`src/rtl/fp_norm_round.sv`:
```
// Two-stage elastic normalise/round/pack stage for the FP adder (round-to-nearest-even).
// Define FP_SUBNORMAL_EN for gradual underflow; otherwise tiny results flush to signed zero.
module fp_norm_round #(
  parameter int E_WIDTH = 8,
  parameter int M_WIDTH = 23
) (
  input  logic                       clk,
  input  logic                       rst,
  input  logic                       in_valid,
  output logic                       in_ready,
  input  logic                       in_sign,
  input  logic [E_WIDTH-1:0]         in_exp,
  input  logic [M_WIDTH+4:0]         in_mant,
  input  logic [1:0]                 in_class,
  output logic                       out_valid,
  input  logic                       out_ready,
  output logic [E_WIDTH+M_WIDTH:0]   res
);

  localparam int EW = E_WIDTH + 2;
  localparam int SW = $clog2(M_WIDTH + 2) + 1;
  localparam int W  = E_WIDTH + M_WIDTH + 1;

  localparam logic [1:0] CLS_ZERO = 2'b01;
  localparam logic [1:0] CLS_INF  = 2'b10;
  localparam logic [1:0] CLS_NAN  = 2'b11;

  typedef logic signed [EW-1:0] sexp_t;

  localparam sexp_t EXP_MAX = sexp_t'((1 << E_WIDTH) - 1);
  localparam logic [W-1:0] QNAN = {1'b0, {E_WIDTH{1'b1}}, 1'b1, {(M_WIDTH-1){1'b0}}};

  logic              s1_valid, s2_valid;
  logic              s2_adv, s1_adv;
  logic              s1_sign, s1_shr, s1_sub, s1_flush, s1_zero;
  logic [1:0]        s1_class;
  logic [M_WIDTH+4:0] s1_mant;
  logic [SW-1:0]     s1_amt;
  sexp_t             s1_exp;

  logic [SW-1:0]     lz, c_amt;
  sexp_t             exp_in, exp_norm, c_exp;
  logic              c_shr, c_sub, c_flush;

  logic [M_WIDTH+3:0] m;
  logic               inc;
  logic [M_WIDTH+1:0] sig;
  logic [M_WIDTH-1:0] frac;
  sexp_t              fexp;
  logic [W-1:0]       packed_res;

  assign s2_adv    = !s2_valid || out_ready;
  assign s1_adv    = !s1_valid || s2_adv;
  assign in_ready  = rst && s1_adv;
  assign out_valid = s2_valid;

  // Stage 1: leading-zero count below the carry and choice of shift/exponent.
  always_comb begin
    lz = SW'(M_WIDTH + 1);
    for (int i = 0; i <= M_WIDTH; i++)
      if (in_mant[3+i]) lz = SW'(M_WIDTH - i);
    exp_in   = sexp_t'({2'b00, in_exp});
    exp_norm = exp_in - sexp_t'(lz);
    c_shr    = 1'b0;
    c_amt    = lz;
    c_exp    = exp_norm;
    c_sub    = 1'b0;
    c_flush  = 1'b0;
    if (in_mant[M_WIDTH+4]) begin
      c_shr = 1'b1;
      c_amt = '0;
      c_exp = exp_in + sexp_t'(1);
    end else if (exp_norm <= 0) begin
`ifdef FP_SUBNORMAL_EN
      c_sub = 1'b1;
      c_exp = sexp_t'(1);
      if (in_exp == '0) begin
        c_shr = 1'b1;
        c_amt = '0;
      end else begin
        c_amt = SW'(in_exp - 1'b1);
      end
`else
      c_flush = 1'b1;
`endif
    end
  end

  always_ff @(posedge clk) begin
    if (!rst) begin
      s1_valid <= 1'b0;
    end else if (s1_adv) begin
      s1_valid <= in_valid;
      if (in_valid) begin
        s1_sign  <= in_sign;
        s1_class <= in_class;
        s1_mant  <= in_mant;
        s1_zero  <= (in_mant == '0);
        s1_shr   <= c_shr;
        s1_amt   <= c_amt;
        s1_exp   <= c_exp;
        s1_sub   <= c_sub;
        s1_flush <= c_flush;
      end
    end
  end

  // Stage 2: a subnormal keeps exponent 1 in flight; the packed field is its hidden bit after rounding.
  always_comb begin
    if (s1_shr) m = {s1_mant[M_WIDTH+4:2], |s1_mant[1:0]};
    else        m = s1_mant[M_WIDTH+3:0] << s1_amt;
    inc  = m[2] & (m[1] | m[0] | m[3]);
    sig  = {1'b0, m[M_WIDTH+3:3]} + (M_WIDTH+2)'(inc);
    frac = sig[M_WIDTH+1] ? '0 : sig[M_WIDTH-1:0];
    if (s1_sub)                fexp = sig[M_WIDTH] ? sexp_t'(1) : sexp_t'(0);
    else if (sig[M_WIDTH+1])   fexp = s1_exp + sexp_t'(1);
    else                       fexp = s1_exp;
    packed_res = {s1_sign, fexp[E_WIDTH-1:0], frac};
    case (s1_class)
      CLS_ZERO: packed_res = {s1_sign, {(W-1){1'b0}}};
      CLS_INF:  packed_res = {s1_sign, {E_WIDTH{1'b1}}, {M_WIDTH{1'b0}}};
      CLS_NAN:  packed_res = QNAN;
      default: begin
        if (s1_zero)             packed_res = '0;
        else if (s1_flush)       packed_res = {s1_sign, {(W-1){1'b0}}};
        else if (fexp >= EXP_MAX) packed_res = {s1_sign, {E_WIDTH{1'b1}}, {M_WIDTH{1'b0}}};
      end
    endcase
  end

  always_ff @(posedge clk) begin
    if (!rst) begin
      s2_valid <= 1'b0;
      res      <= '0;
    end else if (s2_adv) begin
      s2_valid <= s1_valid;
      if (s1_valid) res <= packed_res;
    end
  end

endmodule

```
`config.mk`:
```
export PLATFORM = sky130hd
export DESIGN_NAME = fp_norm_round
export DESIGN_NICKNAME = d
export VERILOG_FILES = /design/src/rtl/fp_norm_round.sv
export SDC_FILE = /design/constraint.sdc
export NUM_CORES = 1
export LEC_CHECK = 0
export ABC_AREA = 1
export CORE_MARGIN = 10
export CORE_UTILIZATION = 50
export CTS_BUF_LIST = sky130_fd_sc_hd__clkbuf_4 sky130_fd_sc_hd__clkbuf_8
export DETAILED_ROUTE_END_ITERATION = 10
export GPL_ROUTABILITY_DRIVEN = 1
export MAX_ROUTING_LAYER = met4
export PLACE_DENSITY = 0.79
export SETUP_SLACK_MARGIN = 0.4
export SLEW_MARGIN = 30
export SYNTH_ARGS = -nofsm -noshare
export SYNTH_HDL_FRONTEND = slang
export SYNTH_SLANG_ARGS = --single-unit
```
`constraint.sdc`:
```
create_clock -name clk -period 8 [get_ports clk]
set_clock_uncertainty 0.2 [all_clocks]
set_input_delay 1.6 -clock clk [delete_from_list [all_inputs] [get_ports clk]]
set_output_delay 1.6 -clock clk [all_outputs]
set_load 0.02 [all_outputs]
```
==> results.md, run 1 <==
* Rows at 40
* Uppermost routed layer: met4
* Largest net degree at the start of global routing at 49
* Drt drc at 0
* Fin. Hold Viols at 0
* Vias at 6,263
* GP Congestion at 0.9772
* Starting Density at 0.5094
* Met2 wire len at 7761 µm
* P_sw at 0.0002840 W
* #FFs+latches synth at 82
* Drt wl/cell at 14.90 µm
* Final setup vio count at 0
* GR Util All Layers at 0.2075
* Hold path cells at 2
* WP data required at 8030 ps
* Worst setup EP type: register
* Reg2reg start: s1_amt[3]
* Drt pass-1 iters at 6
* CP endpoint: s1_flush
* First-pass GRT wire length at 27,660 µm
* Yosys top cell by area: edfxtp_1
* Top-area cell type share of the netlist area at 0.2366
* Die ar. at 17,000 µm²
* Cells after Synth at 916
* RSZ-0062 raised after global routing: false
* Met3 WL post-DR at 1283 µm
* Max-cap viol count at 0
* Post-CTS Setup Inserts at 0
* Reg2Reg Setup Slack at 3250 ps
* Final Non-Filler Cells at 1,121
* Worst Setup SP: in_mant[5]
* I/O Buffers at 76
* Final slew viol count at 0
* Post-Route WL at 16,700 µm
* Sw frac at 0.2931
* Worst hold path type: reg -> reg
* Cts repair resizes at 0
* Setup TNS at 0 ps
* Die Ht at 130.4 µm
* Clock tree from TritonCTS: built
* Post-DP HPWL at 12,800 µm
* Slew headroom at 0.4012
* Num CTS Buffers at 9
* Cell internal pwr at 0.0006848 W
* CTS clk-pin slew, worst paths at 90 ps
* Post-synthesis sequential area ratio at 0.3483
* Vias in the first global route at 5,700
* CP Launch Type: primary input
* Crit path arrival time at 5090 ps
* Clock power frac at 0.317
* R2R Path End: res[4]
* Fmax at 197.4 MHz
* FF+latch area at 2122 µm²
* Diode count at 0
* GRT Residual Overflow at 0
* Final worst-path cycle share at 0.6332
* Synth warnings at 0
* Final Net Count at 1,021
* Syn-to-layout area delta at 15.71%
* Share of cells above drive strength 1 at 0.04723
* Met1 WL at 7156 µm
* Post-synth cell types at 41
* Cells on worst reg2reg path at 17
* Run status: finished clean
* Clock root buffer: clkbuf_8
* Dpl cells at 1,105
* Avg Cell Area, Syn at 6.652 µm²
* H-tree depth at 3
* Die width at 130.4 µm
* Vias per cell at 5.587
* Clock buffer depth at 2
* I/O Pins at 77
* WHS at 266.0 ps
* Initial DRC Count at 728
* Core Area at 11,960 µm²
* Crit Path Category: in -> reg
* Tmin final at 5066 ps
* Cell Area, Synth at 6093 µm²
* Initial antenna violation count at 0
* Synth area leaders: edfxtp_1, nand2_1, nand3_1
* Post-Syn Nets at 968
* Comb power frac at 0.192
* CTS Hold Bufs at 0
* Least-Margin Pin Slew at 897.2 ps
* Power share of the sequential group at 0.491
* Antenna-violating nets left at 0
* Maximum VDD drop at 0.0001305 V
* Filler Cell Count at 1,157
* Tot Pwr at 0.0009688 W
* Area of the multi-input gates at 3461 µm²
* P_leak at 2.981 nW
* CP max FO at 4
* Latest clock arrival within the worst-skew pair at 380 ps
* Pwr/cell area at 137.4 nW/µm²
* Clock Sinks at 82
worst max-delay path, stage by stage:
cell	delay (ps)
clkdlybuf4s50_1	530
a21oi_1	70
o21bai_1	130
a21oi_1	80
o21ai_0	130
o21ai_0	100
o21ai_0	150
nand2_1	70
nand2_1	60
nand2_1	40
nand2_1	50
a21oi_1	60
o21bai_1	120
nand2_1	60
a21oi_1	180
ha_1	210
inv_1	60
fa_1	400
a21oi_1	140
o21bai_1	100
xor2_1	170
nor4_1	290
nand4_1	140
a21oi_1	130
registers in the layout, indices dropped and copies added (netlist names):
register / cells
s1_amt: 5
s1_exp: 10
s1_class: 2
s1_zero: 1
s1_sign: 1
out_valid: 1
res: 32
s1_mant: 27
s1_shr: 1
s1_valid: 1
s1_flush: 1
power by group through the flow:
stage                     Combinational (W)  Clock, W  Sequential [W]
final                              0.000186  0.000307        0.000476
after global routing               0.000208  0.000331        0.000477
after CTS                          0.000184  0.000314        0.000476
after detailed placement           0.000183         0        0.000485
after global placement             0.000182         0        0.000485
after floorplan                    0.000118         0        0.000486
metal layers:
metal | global-route usage | vias to the layer above
met3 | 0.03586 | 36
met4 | 0.09156 | 0
met5 | - | -
met1 | 0.2635 | 2796
li1 | - | 3154
met2 | 0.3201 | 277
cell families after synthesis:
logic type      synth area share
buf+inv                  0.08419
flops                     0.3483
simple gates              0.4230
xor+xnor                 0.04168
compound gates           0.08316
fa+ha+maj                0.01971
synth_stat cells:
cell and instances:
nand2_1 299, ha_1 8, o21bai_1 3, dfxtp_1 34, o31ai_1 2, nand3_1 159, xor2_1 19, a31oi_1 1
nor2_1 77, a211oi_1 1, xnor2_1 10, and2_1 1, or2_2 1, edfxtp_1 48, nor2_4 1, nor3_1 8
buf_2 11, clkbuf_1 15, buf_4 5, buf_6 5, a21oi_2 7, a32oi_1 1, nor3_2 1, fa_1 1
inv_2 1, nand3_4 1, nor3_4 1, a21oi_1 46, nand3_2 3, buf_1 2, inv_1 72, nand3b_1 6
clkinv_1 3, inv_4 1, nand4_1 15, nor4_1 9, o21ai_0 27, inv_6 1, nor2_2 3, o21ai_1 4
nand2_2 3
area by class of cell:
type                       instances  share of cell area
sequential                        82              0.3010
inverter                          78             0.04259
timing repair buffer              80              0.1122
tap                              147             0.02609
clock buffer                      11             0.01970
multi-input combinational        718              0.4909
clock inverter                     5            0.007631
worst min-delay path by stage:
stage              from  slack [ps]       end
2_1_floorplan  s1_valid         280  s1_valid
3_3_place_gp     res[9]         250    res[9]
3_5_place_dp    res[12]         260   res[12]
4_1_cts         res[12]         270   res[12]
5_1_grt         res[11]         290   res[11]
6_report        res[12]         270   res[12]
placed cells by master (no fill, tap or decap), types with 2 or more instances in the layout:
| cell type | netlist | final |
|---|---|---|
| clkinv_1 | 3 | 4 |
| inv_2 | 1 | 2 |
| clkbuf_4 | 0 | 2 |
| nand3b_1 | 6 | 6 |
| dfxtp_1 | 34 | 34 |
| nand3_2 | 3 | 3 |
| xnor2_1 | 10 | 10 |
| o21ai_1 | 4 | 4 |
| nor4_1 | 9 | 9 |
| a21oi_2 | 7 | 7 |
| a21oi_1 | 46 | 46 |
| o21bai_1 | 3 | 3 |
| o21ai_0 | 27 | 27 |
| clkdlybuf4s50_1 | 0 | 76 |
| clkbuf_8 | 0 | 9 |
| xor2_1 | 19 | 19 |
| buf_4 | 5 | 4 |
| nand4_1 | 15 | 15 |
| o31ai_1 | 2 | 2 |
| nand3_1 | 159 | 159 |
| nor3_1 | 8 | 8 |
| nor2_1 | 77 | 77 |
| edfxtp_1 | 48 | 48 |
| ha_1 | 8 | 8 |
| inv_1 | 72 | 70 |
| nand2_2 | 3 | 4 |
| clkinv_2 | 0 | 3 |
| inv_6 | 1 | 2 |
| nand2_1 | 299 | 298 |
| nor2_2 | 3 | 3 |
through the flow:
| stage | worst slack [ps] | cell area, µm² | util |
|---|---|---|---|
| floorplan | 3520 | 6093 | - |
| global placement | 2669 | 6855 | 0.5731 |
| detailed placement | 2593 | 6858 | 0.5733 |
| CTS | 2980 | 7051 | 0.5894 |
| global route | 2563 | 7051 | 0.5894 |
| finish | 2934 | 7051 | 0.5894 |
No activity file was read; power rests on OpenSTA's default activity.
==> run 2: changes to the inputs <==
Clock period 8 ns to 5.2 ns, I/O delays scaled along.
==> run 2 against run 1 <==
- hold slack about the same
- design area is 1.1% higher
- highest routed layer unchanged
- critical path type unchanged
- sequential power up 54%
- critical endpoint unchanged
- largest power group unchanged
==> results.md, run 2 (same netlist as run 1, synthesis figures left out) <==
* RSZ-0062 raised after global routing: false (unchanged)
* Worst hold path type: reg -> reg (unchanged)
* Run status: finished clean (unchanged)
* Comb power frac at 0.196 (was 0.192)
* Clock tree from TritonCTS: built (unchanged)
* Post-DP HPWL at 13,350 µm (was 12,800 µm)
* Maximum VDD drop at 0.0001700 V (was 0.0001305 V)
* Initial antenna violation count at 0 (unchanged)
* Drt drc at 0 (unchanged)
* Diode count at 0 (unchanged)
* Least-Margin Pin Slew at 625.8 ps (was 897.2 ps)
* Clock root buffer: clkbuf_8 (unchanged)
* Die ar. at 17,000 µm² (unchanged)
* Biggest regs: res: 32 flops, s1_mant: 27 flops, s1_exp: 10 flops (unchanged)
* Die width at 130.4 µm (unchanged)
* Clock power frac at 0.309 (was 0.317)
* Pwr/cell area at 207.8 nW/µm² (was 137.4 nW/µm²)
* WHS at 266.4 ps (was 266.0 ps)
* Most frequent cells in the layout: nand2_1, nand3_1, nor2_1, clkdlybuf4s50_1, inv_1 (unchanged)
* Vias per cell at 5.539 (was 5.587)
* First-pass GRT wire length at 27,940 µm (was 27,660 µm)
* Max reg flops at 32 (unchanged)
* P_leak at 3.018 nW (was 2.981 nW)
* Core Area at 11,960 µm² (unchanged)
* GR Util All Layers at 0.2097 (was 0.2075)
* Antenna-violating nets left at 0 (unchanged)
* Initial DRC Count at 681 (was 728)
* Fmax at 227.2 MHz
* Final slew viol count at 0 (unchanged)
* Placement Cell Area at 6908 µm² (was 6858 µm²)
* CP max FO at 4 (unchanged)
* CTS clk-pin slew, worst paths at 90 ps (about the same)
* Tot Pwr at 0.001482 W (was 0.0009688 W)
* CTS Hold Bufs at 0 (unchanged)
* Fin. Hold Viols at 0 (unchanged)
* Starting Density at 0.5094 (unchanged)
* Worst setup EP type: register (unchanged)
* Num CTS Buffers at 9 (unchanged)
* Cell internal pwr at 0.001017 W (was 0.0006848 W)
* Post-route setup slack at 798.0 ps (was 2934 ps)
* Final setup vio count at 0 (unchanged)
* Crit Path Category: in -> reg (unchanged)
* I/O Pins at 77 (unchanged)
* WP data required at 5220 ps (was 8030 ps)
* Post-Route WL at 17,170 µm (was 16,700 µm)
* GRT Residual Overflow at 0 (unchanged)
* P_sw at 0.0004646 W (was 0.0002840 W)
* Crit path arrival time at 4420 ps (was 5090 ps)
* Power share of the sequential group at 0.495 (was 0.491)
* Final Cell Area at 7129 µm² (was 7051 µm²)
* Largest net degree at the start of global routing at 49 (unchanged)
* Clock buffer depth at 2 (unchanged)
* Drt pass-1 iters at 5 (was 6)
* Final Net Count at 1,030 (was 1,021)
* Sw frac at 0.3136 (was 0.2931)
* Vias in the first global route at 5,710 (was 5,700)
* Slew headroom at 0.5828 (was 0.4012)
* Most flop-heavy register: res (unchanged)
* I/O Buffers at 76 (unchanged)
* Syn-to-layout area delta at 17.00% (was 15.71%)
* CP Launch Type: primary input (unchanged)
* Post-Place Worst Slack at 317.7 ps (was 2593 ps)
* Latest clock arrival within the worst-skew pair at 400 ps (was 380 ps)
* Vias at 6,259 (was 6,263)
* Commonest non-fill, non-tap cell in the layout: nand2_1 (unchanged)
* Share of cells above drive strength 1 at 0.05595 (was 0.04723)
* Reg2Reg Setup Slack at 920 ps (was 3250 ps)
* Rows at 40 (unchanged)
* Tmin final at 4402 ps
* Max-cap viol count at 0 (unchanged)
* Final worst-path cycle share at 0.8465
* Filler Cell Count at 1,141 (was 1,157)
* Setup TNS at 0 ps (unchanged)
* Clock Sinks at 82 (unchanged)
* H-tree depth at 3 (unchanged)
* GP Congestion at 0.9916 (was 0.9772)
* Drt wl/cell at 15.19 µm (was 14.90 µm)
* Die Ht at 130.4 µm (unchanged)
==> run 2: cell count changes in the layout (fill, tap and decap cells not counted), moves of 2 or more <==
cell	change
clkbuf_4	-2
o21ai_1	+2
buf_4	+8
clkinv_4	+2
o21ai_0	-2
clkinv_2	-2
==> run 2: final timing paths <==
path | depth (start not counted) | endpoint | startpoint
setup / recovery | 24 | s1_flush | in_mant[5]
hold reg to reg | 2 | res[12] | res[12]
hold / removal | 2 | res[12] | res[12]
setup reg to reg | 18 | res[15] | s1_amt[1]
==> run 2: per-layer routing <==
layer / part of all wire / vias up / track usage
li1: - / 3170 / -
met1: 0.45 / 2754 / 0.2743
met2: 0.44 / 290 / 0.3096
met3: 0.078 / 45 / 0.03828
met4: 0.032 / 0 / 0.09810
met5: 0 / - / -
==> run 2: critical path: stages <==
cell and delay, ps:
clkdlybuf4s50_1 530, a21oi_1 60, o21bai_1 130, a21oi_1 80, o21ai_1 140, o21ai_0 100
o21ai_1 130, nand2_1 60, nand2_1 50, nand2_1 50, nand2_1 60, a21oi_1 60
o21bai_1 120, nand2_1 60, a21oi_1 160, ha_1 190, inv_1 50, fa_1 390
a21oi_1 140, o21bai_1 100, xor2_1 170, nor4_2 250, nand4_1 140, a21oi_1 150
==> run 2: layout make-up <==
type	instances	area (µm²)	share of cell area
sequential	82	2122	0.2976
clock inverter	6	50.05	0.007020
clock buffer	10	137.6	0.01931
multi-input combinational	718	3465	0.4860
tap	147	183.9	0.02580
timing repair buffer	89	870.8	0.1221
inverter	78	300.3	0.04212
==> run 2: power groups by stage <==
stage	logic, W	clock network [W]	registers, W
after global placement	0.000281	0	0.000748
final	0.000290	0.000458	0.000733
after global routing	0.000325	0.000493	0.000735
after CTS	0.000284	0.000467	0.000733
after detailed placement	0.000282	0	0.000748
after floorplan	0.000181	0	0.000747
==> run 2: stage by stage <==
stage          cells  utilization
3_3_place_gp    1112       0.5775
4_1_cts         1128       0.5932
6_report        1130       0.5960
2_1_floorplan    916            -
3_5_place_dp    1112       0.5775
5_1_grt         1130       0.5960
==> run 2: repair_timing <==
action | CTS | global route
hold endpoints to repair | 0 | 0
buffers inserted | 0 | 2
resized for setup | 0 | 3
endpoints found under the setup margin | 0 | 32
==> run 3: changes to the inputs <==
Settings changed: PLACE_DENSITY 0.79 to 0.82.
Clock period 5.2 ns to 3.9 ns, I/O delays scaled along.
==> run 3 against run 2 <==
- first-iteration DRC count up 35%
- worst setup slack got worse by 550 ps
- sequential power rose by 33%
- critical endpoint is now res[5]
- largest cell class unchanged
- highest routed layer unchanged
==> results.md, run 3 (same netlist as run 1, synthesis figures left out) <==
* Commonest non-fill, non-tap cell in the layout: nand2_1 (unchanged)
* Num CTS Buffers at 9 (unchanged)
* I/O Pins at 77 (unchanged)
* Largest net degree at the start of global routing at 49 (unchanged)
* Hold Path Origin: res[15] (was res[12])
* Initial antenna violation count at 0 (unchanged)
* Diode count at 0 (unchanged)
* Vias at 7,016 (was 6,259)
* Drt wl/cell at 17.25 µm (was 15.19 µm)
* CP max stage delay at 400 ps (was 530 ps)
* Rows at 40 (unchanged)
* Crit Path Category: reg -> reg (was in -> reg)
* Share of cells above drive strength 1 at 0.2635 (was 0.05595)
* Vias in the first global route at 6,161 (was 5,710)
* Post-Place Worst Slack at -571.1 ps (was 317.7 ps)
* CTS clk-pin slew, worst paths at 90 ps (about the same)
* CP max-delay cell: edfxtp_1 (was clkdlybuf4s50_1)
* Dpl cells at 1,155 (was 1,112)
* Util after Layout at 0.7168 (was 0.5960)
* Final Net Count at 1,102 (was 1,030)
* Maximum VDD drop at 0.0004883 V (was 0.0001700 V)
* Die ar. at 17,000 µm² (unchanged)
* Worst hold path type: reg -> reg (unchanged)
* Clock Sinks at 82 (unchanged)
* Clock root buffer: clkbuf_8 (unchanged)
* Worst setup EP type: register (unchanged)
* WHS at 268.4 ps (was 266.4 ps)
* Latest clock arrival within the worst-skew pair at 390 ps (was 400 ps)
* Die Ht at 130.4 µm (unchanged)
* Most frequent cells in the layout: nand2_1, nand3_1, buf_4, nor2_1 (was nand2_1, nand3_1, nor2_1, clkdlybuf4s50_1, inv_1)
* H-tree depth at 3 (unchanged)
* Final setup vio count at 0 (unchanged)
* Cell mode on critical path: nand3_1 (was a21oi_1)
* Reg2reg start: s1_amt[0] (was s1_amt[1])
* Max-cap viol count at 0 (unchanged)
* First-pass GRT wire length at 29,700 µm (was 27,940 µm)
* Least-Margin Pin Slew at 643.3 ps (was 625.8 ps)
* Worst Hold End: res[15] (was res[12])
* CP max FO at 19 (was 4)
* RSZ-0062 raised after global routing: true (was false)
* CTS Hold Bufs at 0 (unchanged)
* Most flop-heavy register: res (unchanged)
* R2R Path End: res[5] (was res[15])
* GP Congestion at 1.029 (was 0.9916)
* CP Cell Sequence: buf_8 > clkinv_8 > buf_12 > nand2_1 > nand3_1 > nand3_1 > nand3_1 > nand3_1 > nand2_2 > inv_1 > nor2_2 > nand2_2 > nor2_4 > nand3_4 > nand2_1 > nand2_1 > nor2_2 > nand2_2 > o21ai_2 > nand2_4 > clkbuf_16 > nand3b_1 > a21oi_1 (was clkdlybuf4s50_1 > a21oi_1 > o21bai_1 > a21oi_1 > o21ai_1 > o21ai_0 > o21ai_1 > nand2_1 > nand2_1 > nand2_1 > nand2_1 > a21oi_1 > o21bai_1 > nand2_1 > a21oi_1 > ha_1 > inv_1 > fa_1 > a21oi_1 > o21bai_1 > xor2_1 > nor4_2 > nand4_1 > a21oi_1)
* Pwr/cell area at 267.1 nW/µm² (was 207.8 nW/µm²)
* CP Launch Type: register (was primary input)
* GRT Residual Overflow at 0 (unchanged)
* Die width at 130.4 µm (unchanged)
* Hold path cells at 2 (unchanged)
* Post-Route WL at 20,740 µm (was 17,170 µm)
* Drt drc at 0 (unchanged)
* Biggest regs: res: 32 flops, s1_mant: 27 flops, s1_exp: 10 flops (unchanged)
* Setup TNS at 0 ps (unchanged)
* Slew headroom at 0.5707 (was 0.5828)
* Initial DRC Count at 920 (was 681)
* Clock tree from TritonCTS: built (unchanged)
* Final slew viol count at 0 (unchanged)
* I/O Buffers at 76 (unchanged)
* Final Non-Filler Cells at 1,202 (was 1,130)
* Fin. Hold Viols at 0 (unchanged)
* Post-DP HPWL at 14,040 µm (was 13,350 µm)
* P_leak at 3.613 nW (was 3.018 nW)
* Run status: finished clean (unchanged)
* Antenna-violating nets left at 0 (unchanged)
* Max reg flops at 32 (unchanged)
* GR Util All Layers at 0.2238 (was 0.2097)
* Cells on worst reg2reg path at 23 (was 18)
* Starting Density at 0.5094 (unchanged)
* Post-route setup slack at 250.1 ps (was 798.0 ps)
* Core Area at 11,960 µm² (unchanged)
* Tmin final at 3650 ps
* Filler Cell Count at 877 (was 1,141)
* Reg2Reg Setup Slack at 250 ps (was 920 ps)
* Fmax at 274.0 MHz
* Syn-to-layout area delta at 40.72% (was 17.00%)
* Clock buffer depth at 2 (unchanged)
* Drt pass-1 iters at 7 (was 5)
* Vias per cell at 5.837 (was 5.539)
* Final worst-path cycle share at 0.9359
* WP data required at 3970 ps (was 5220 ps)
* Crit path arrival time at 3720 ps (was 4420 ps)
## run 3: cell count changes in the layout (fill, tap and decap cells not counted), moves of 12 or more
| cell | before | now |
|---|---|---|
| a21oi_1 | 46 | 17 |
| a21oi_2 | 7 | 36 |
| buf_4 | 12 | 70 |
| nand2_1 | 299 | 228 |
| nand2_2 | 3 | 45 |
| nand2_4 | 0 | 28 |
| nand3_1 | 159 | 139 |
| nand3_2 | 3 | 15 |
## run 3: metrics by stage
step                total power [W]  instance area, µm²
floorplan                  0.001239                6102
global placement           0.001401                7264
detailed placement         0.001407                7264
CTS                        0.002196                7562
global route               0.002379                8574
finish                     0.002290                8574
## run 3: worst max-delay path, delay by kind of cell, from the launching register on
kind	cells	cell delay, ps
AOI/OAI and AO/OA	2	240
DFF	1	400
buffers and inverters	5	700
and+or+nand+nor	16	1980
## run 3: worst max path at each step
stage | from | endpoint | slack, ps
2_1_floorplan | in_mant[4] | s1_flush | 290
3_3_place_gp | in_mant[3] | s1_flush | -480
3_5_place_dp | in_mant[4] | s1_flush | -570
4_1_cts | in_mant[4] | s1_flush | 150
5_1_grt | s1_amt[0] | res[27] | 70
6_report | s1_amt[0] | res[5] | 250
## run 3: power by group
| part | internal [W] | leakage [nW] | switching [W] | total (W) |
|---|---|---|---|---|
| clock network | 0.000456 | 0.129 | 0.000346 | 0.000802 |
| registers | 0.000951 | 0.739 | 0.0000273 | 0.000978 |
| logic | 0.000209 | 2.74 | 0.000302 | 0.000511 |
| total | 0.00162 | 3.61 | 0.000675 | 0.00229 |
## run 3: repair_timing
action                     4_1_cts  5_1_grt
resized for setup               36      204
setup buffers                    5       21
setup endpoints to repair       40       39
cloned                           0        5
pin swaps                       18       71
## run 3: area by class of cell
| cell class | count | area [µm²] | share of cell area |
|---|---|---|---|
| tap | 147 | 183.9 | 0.02145 |
| clock inverter | 5 | 110.1 | 0.01284 |
| timing repair buffer | 159 | 1479 | 0.1725 |
| sequential | 82 | 2122 | 0.2475 |
| timing repair inverter | 1 | 8.758 | 0.001021 |
| multi-input combinational | 719 | 4214 | 0.4915 |
| inverter | 78 | 311.5 | 0.03633 |
| clock buffer | 11 | 145.1 | 0.01693 |
## run 3: routing by layer
metal	wire [µm]	up-vias	GRT usage	part of all wire
met2	10370	354	0.3688	0.50
met3	1620	60	0.03787	0.078
li1	-	3320	-	-
met5	0	-	-	0
met4	607	0	0.08175	0.029
met1	8137	3282	0.2714	0.39
